### src/rtl/avr_cpu_fetch.sv
// AVR instruction fetch / PC unit: drives the 1-cycle synchronous program-memory port and feeds
// opcode/opcode_cycle to the decoder; RJMP completes in two cycles with no bubble. Optional macro: AVR_CPU_FETCH_STALL_EN.
module avr_cpu_fetch #(
    parameter int PC_WIDTH = 10
) (
    input  logic                clk,
    input  logic                rst,
    output logic [PC_WIDTH-1:0] pm_addr,
    input  logic [15:0]         pm_data,
    output logic [15:0]         opcode,
    output logic                opcode_cycle,
    input  logic                hold,
    input  logic [11:0]         rjmp,
`ifdef AVR_CPU_FETCH_STALL_EN
    input  logic                stall,
`endif
    output logic [PC_WIDTH-1:0] pc
);

    localparam int EXT_W = (PC_WIDTH > 12) ? PC_WIDTH : 12;
    localparam logic [PC_WIDTH-1:0] PC_ONE = 1;

    typedef enum logic [1:0] {
        FILL = 2'd0,
        RUN  = 2'd1,
        JUMP = 2'd2
    } state_t;

    state_t              state_q, state_d;
    logic [PC_WIDTH-1:0] pc_q, pc_d;
    logic [15:0]         op_lat_q, op_lat_d;

    logic                stall_act;
    logic [EXT_W-1:0]    rjmp_ext;
    logic [PC_WIDTH-1:0] pc_inc;
    logic [PC_WIDTH-1:0] jmp_target;

`ifdef AVR_CPU_FETCH_STALL_EN
    assign stall_act = stall;
`else
    assign stall_act = 1'b0;
`endif

    // Sign-extend to at least PC_WIDTH, then wrap modulo 2^PC_WIDTH.
    assign rjmp_ext   = EXT_W'(signed'(rjmp));
    assign pc_inc     = pc_q + PC_ONE;
    assign jmp_target = pc_inc + rjmp_ext[PC_WIDTH-1:0];

    always_comb begin
        state_d      = state_q;
        pc_d         = pc_q;
        op_lat_d     = op_lat_q;
        pm_addr      = pc_q;
        opcode       = 16'h0000;
        opcode_cycle = 1'b0;

        case (state_q)
            FILL: begin
                state_d = RUN;
            end
            RUN: begin
                opcode = pm_data;
                if (hold) begin
                    pm_addr  = jmp_target;
                    pc_d     = jmp_target;
                    op_lat_d = pm_data;
                    state_d  = JUMP;
                end else begin
                    pm_addr = pc_inc;
                    pc_d    = pc_inc;
                end
            end
            JUMP: begin
                opcode       = op_lat_q;
                opcode_cycle = 1'b1;
                state_d      = RUN;
            end
            default: begin
                state_d = FILL;
            end
        endcase

        // Re-reading pc_q keeps pm_data aligned with the frozen instruction.
        if (stall_act) begin
            state_d  = state_q;
            pc_d     = pc_q;
            op_lat_d = op_lat_q;
            pm_addr  = pc_q;
        end
    end

    always_ff @(posedge clk) begin
        if (rst) begin
            state_q  <= FILL;
            pc_q     <= '0;
            op_lat_q <= 16'h0000;
        end else begin
            state_q  <= state_d;
            pc_q     <= pc_d;
            op_lat_q <= op_lat_d;
        end
    end

    assign pc = pc_q;

endmodule

### config.mk
export PLATFORM = sky130hd
export DESIGN_NAME = avr_cpu_fetch
export DESIGN_NICKNAME = d
export VERILOG_FILES = /design/src/rtl/avr_cpu_fetch.sv
export SDC_FILE = /design/constraint.sdc
export NUM_CORES = 1
export LEC_CHECK = 0
export CAP_MARGIN = 20
export CORE_MARGIN = 3
export CORE_UTILIZATION = 62
export DETAILED_ROUTE_END_ITERATION = 7
export DONT_BUFFER_PORTS = 1
export PLACE_DENSITY = 0.75
export RECOVER_POWER = 25
export SYNTH_ARGS = -nofsm -noshare
export SYNTH_HDL_FRONTEND = slang
export SYNTH_SLANG_ARGS = --single-unit
### constraint.sdc
create_clock -name clk -period 3.1 [get_ports clk]
set_clock_uncertainty 0.05 [all_clocks]
set_input_delay 0.155 -clock clk [delete_from_list [all_inputs] [get_ports clk]]
set_output_delay 0.155 -clock clk [all_outputs]
set_load 0.05 [all_outputs]
==> out/results.tsv <==
metric	value	unit
status	complete, but fails checks	
violations	negative setup slack	
worstSetupPathType	flop to primary output	
layout_setup_ws	-0.263	ns
ys.flop_type	dfxtp_1	
routed-via-count	2326	
clock_tree.buffer_depth	2	
syn-num-nets	316	
die_w	63.7	µm
relSlewSlack	0.327	
dr.pass1.iters	7	
cts_buffers	3	
p_leak	1.17	nW
drt_wl_total	7030	µm
max_freq	297	MHz
tns	-0.497	ns
ir_drop	0.476	mV
hpwl	3770	µm
antenna_found_initial	0	
area_growth	36.7	%
worst_slew_pin_slew	1.00	ns
start_util	0.665	
drive_above_1_share	0.267	
r2r_setup_slack	0.14	ns
critPathCapture	pm_addr[9]	
drv_slew	0	
viasPerCell	6.29	
drt_iter0_drc	205	
ys_warn_count	0	
power	0.00203	W
cp_data_arrival_time	3.16	ns
setup_viol	4	
cts.clk_slew.worst_paths	0.16	ns
r2r_cells	13	
crit_required	2.89	ns
min_period	3.36	ns
clock_sinks	28	
finalHoldViolations	0	
row_count	20	
async_flop_share	0	
rsz0062_at_grt	true	
seq_area_frac_synth	0.272	
portBuffers	0	
ant_nets	0	
syn_avg_cell_area	7.67	µm²
grt_max_degree	31	
cp-start-kind	flop	
crit_path_start	pc[2]	
cp_max_fo	4	
r2r-end	pc[7]	
finalCritPeriodShare	1.08	
synth_cell_types	43	
hold_path_class	primary input to flop	
fin_area	0.00282	mm²
synth-edff-count	0	
die_h	63.7	µm
routedWlPerCell	19.0	µm
grt_pass1_wl	9980	µm
grt_usage	0.309	
reg2reg_from	pc[4]	
clock_latency	0.35	ns
diodes	0	
root_buffer	clkbuf_4	
cts_tree	built	
grt-ovfl-total	0	
htree_levels	1	
power_density	719	mW/mm²
die_area	0.00406	mm²
synth-seq-cells	28	
worstSetupEndpointType	primary output	
route.detailed.drc	0	
grt_pass1_vias	2104	
netlist_area	0.00206	mm²
place_area	0.00239	mm²
max_cap_viol_count	0	
place.gp.congestion	0.912	
min_from	hold	
core_area	0.00310	mm²
pin_count	68	
num-nets-final	374	
syn-instance-count	269	
[sequential cells by signal, indices dropped and copies added (netlist names)]
name	flops
pc	10
state_q	2
op_lat_q	16
[cell usage after synthesis, types with 2 or more instances]
| cell type | instances | area, µm² |
|---|---|---|
| o22ai_1 | 2 | 12.5 |
| nand3_1 | 8 | 40.0 |
| a22oi_1 | 17 | 128 |
| nand2_1 | 49 | 184 |
| nor3_1 | 2 | 10.0 |
| clkbuf_1 | 14 | 52.6 |
| nand4_1 | 3 | 18.8 |
| o211ai_1 | 4 | 30.0 |
| and3_1 | 2 | 12.5 |
| or2_0 | 2 | 12.5 |
| nand2b_1 | 3 | 18.8 |
| dfxtp_1 | 28 | 561 |
| xor2_1 | 7 | 61.3 |
| inv_1 | 4 | 15.0 |
| xnor2_1 | 5 | 43.8 |
| a21o_1 | 4 | 30.0 |
| and2_1 | 3 | 18.8 |
| a211oi_1 | 3 | 22.5 |
| nor2_1 | 11 | 41.3 |
| nand3b_1 | 2 | 15.0 |
| nor2b_1 | 22 | 138 |
| o21ai_0 | 5 | 25.0 |
| mux2i_1 | 4 | 40.0 |
| and4_1 | 2 | 17.5 |
| ha_1 | 15 | 188 |
| a21oi_1 | 31 | 155 |
[placed cells by master, fill, tap and decap left out, drive strengths merged, types with 3 or more instances in the layout]
master / n
nand2: 49
nand4: 3
xnor2: 5
nor2: 11
inv: 5
and2: 3
a21o: 4
a211oi: 3
buf: 48
o211ai: 4
a22oi: 17
dfxtp: 28
nand2b: 3
mux2i: 4
o21ai: 5
ha: 15
a21oi: 31
clkbuf: 5
xor2: 7
nand3: 8
nor2b: 22
dlygate4sd3: 18
[stage by stage]
| step | utilization | hold slack, ns | worst slack, ns | cells |
|---|---|---|---|---|
| floorplan | - | 0.241 | 0.0182 | 269 |
| global placement | 0.772 | 0.173 | 0.159 | 337 |
| detailed placement | 0.772 | 0.173 | 0.143 | 337 |
| CTS | 0.868 | 0.0193 | -0.147 | 364 |
| global route | 0.909 | 0.0121 | -0.360 | 370 |
| finish | 0.909 | 0.0182 | -0.263 | 370 |
[cells by family after synthesis]
group / after synthesis / synth area share
buffers and inverters: 19 / 0.0345
XOR/XNOR: 12 / 0.0509
flip-flops: 28 / 0.272
AND/OR/NAND/NOR: 111 / 0.263
AO/OA/AOI/OAI: 77 / 0.247
multiplexers: 6 / 0.0321
adder cells (fa/ha/maj): 16 / 0.101
[worst min-delay path by stage]
stage / endpoint / slack, ns / cells after the start
after floorplan: op_lat_q[0] / 0.24 / 2
after global placement: pc[0] / 0.17 / 1
after detailed placement: pc[1] / 0.17 / 1
after CTS: pc[6] / 0.02 / 2
after global routing: pc[6] / 0.01 / 2
final: pc[6] / 0.02 / 2
[power breakdown]
group | internal [W] | total, W | switching [W]
clock network | 0.0000722 | 0.000189 | 0.000117
logic | 0.000499 | 0.00137 | 0.000870
registers | 0.000417 | 0.000471 | 0.0000539
total | 0.000989 | 0.00203 | 0.00104
[worst max-delay path, stage by stage, from the launching register on]
cell and delay [ns]:
dfxtp_2 0.39, and4_4 0.25, nand4_1 0.14, xnor2_1 0.16, ha_1 0.34, and2_4 0.18
a221o_1 0.33, buf_4 0.14, buf_4 0.12, nand2_1 0.09, o211ai_1 0.10, o211ai_1 0.36
nand2_4 0.20
[metal layers]
layer	GRT usage	vias up	share of wire
met5	0	-	0
met4	0.0916	0	0.035
met3	0.0731	24	0.080
met2	0.527	129	0.49
met1	0.384	1102	0.39
li1	-	1071	-
[timing repair]
action | 4_1_cts | 5_1_grt
hold buffers | 18 | 0
gates resized for setup | 14 | 14
setup buffers | 5 | 5
gates cloned | 0 | 0
endpoints found under the setup margin | 4 | 4
hold endpoints to repair | 28 | 0
pin swaps | 11 | 13
[area by class of cell]
type | instances | area (µm²)
fill | 145 | 282
tap | 44 | 55.1
inverter | 5 | 18.8
clock buffer | 4 | 36.3
multi-input combinational | 222 | 1560
sequential | 28 | 573
timing repair buffer | 67 | 581
(Power assumes the default switching activity.)
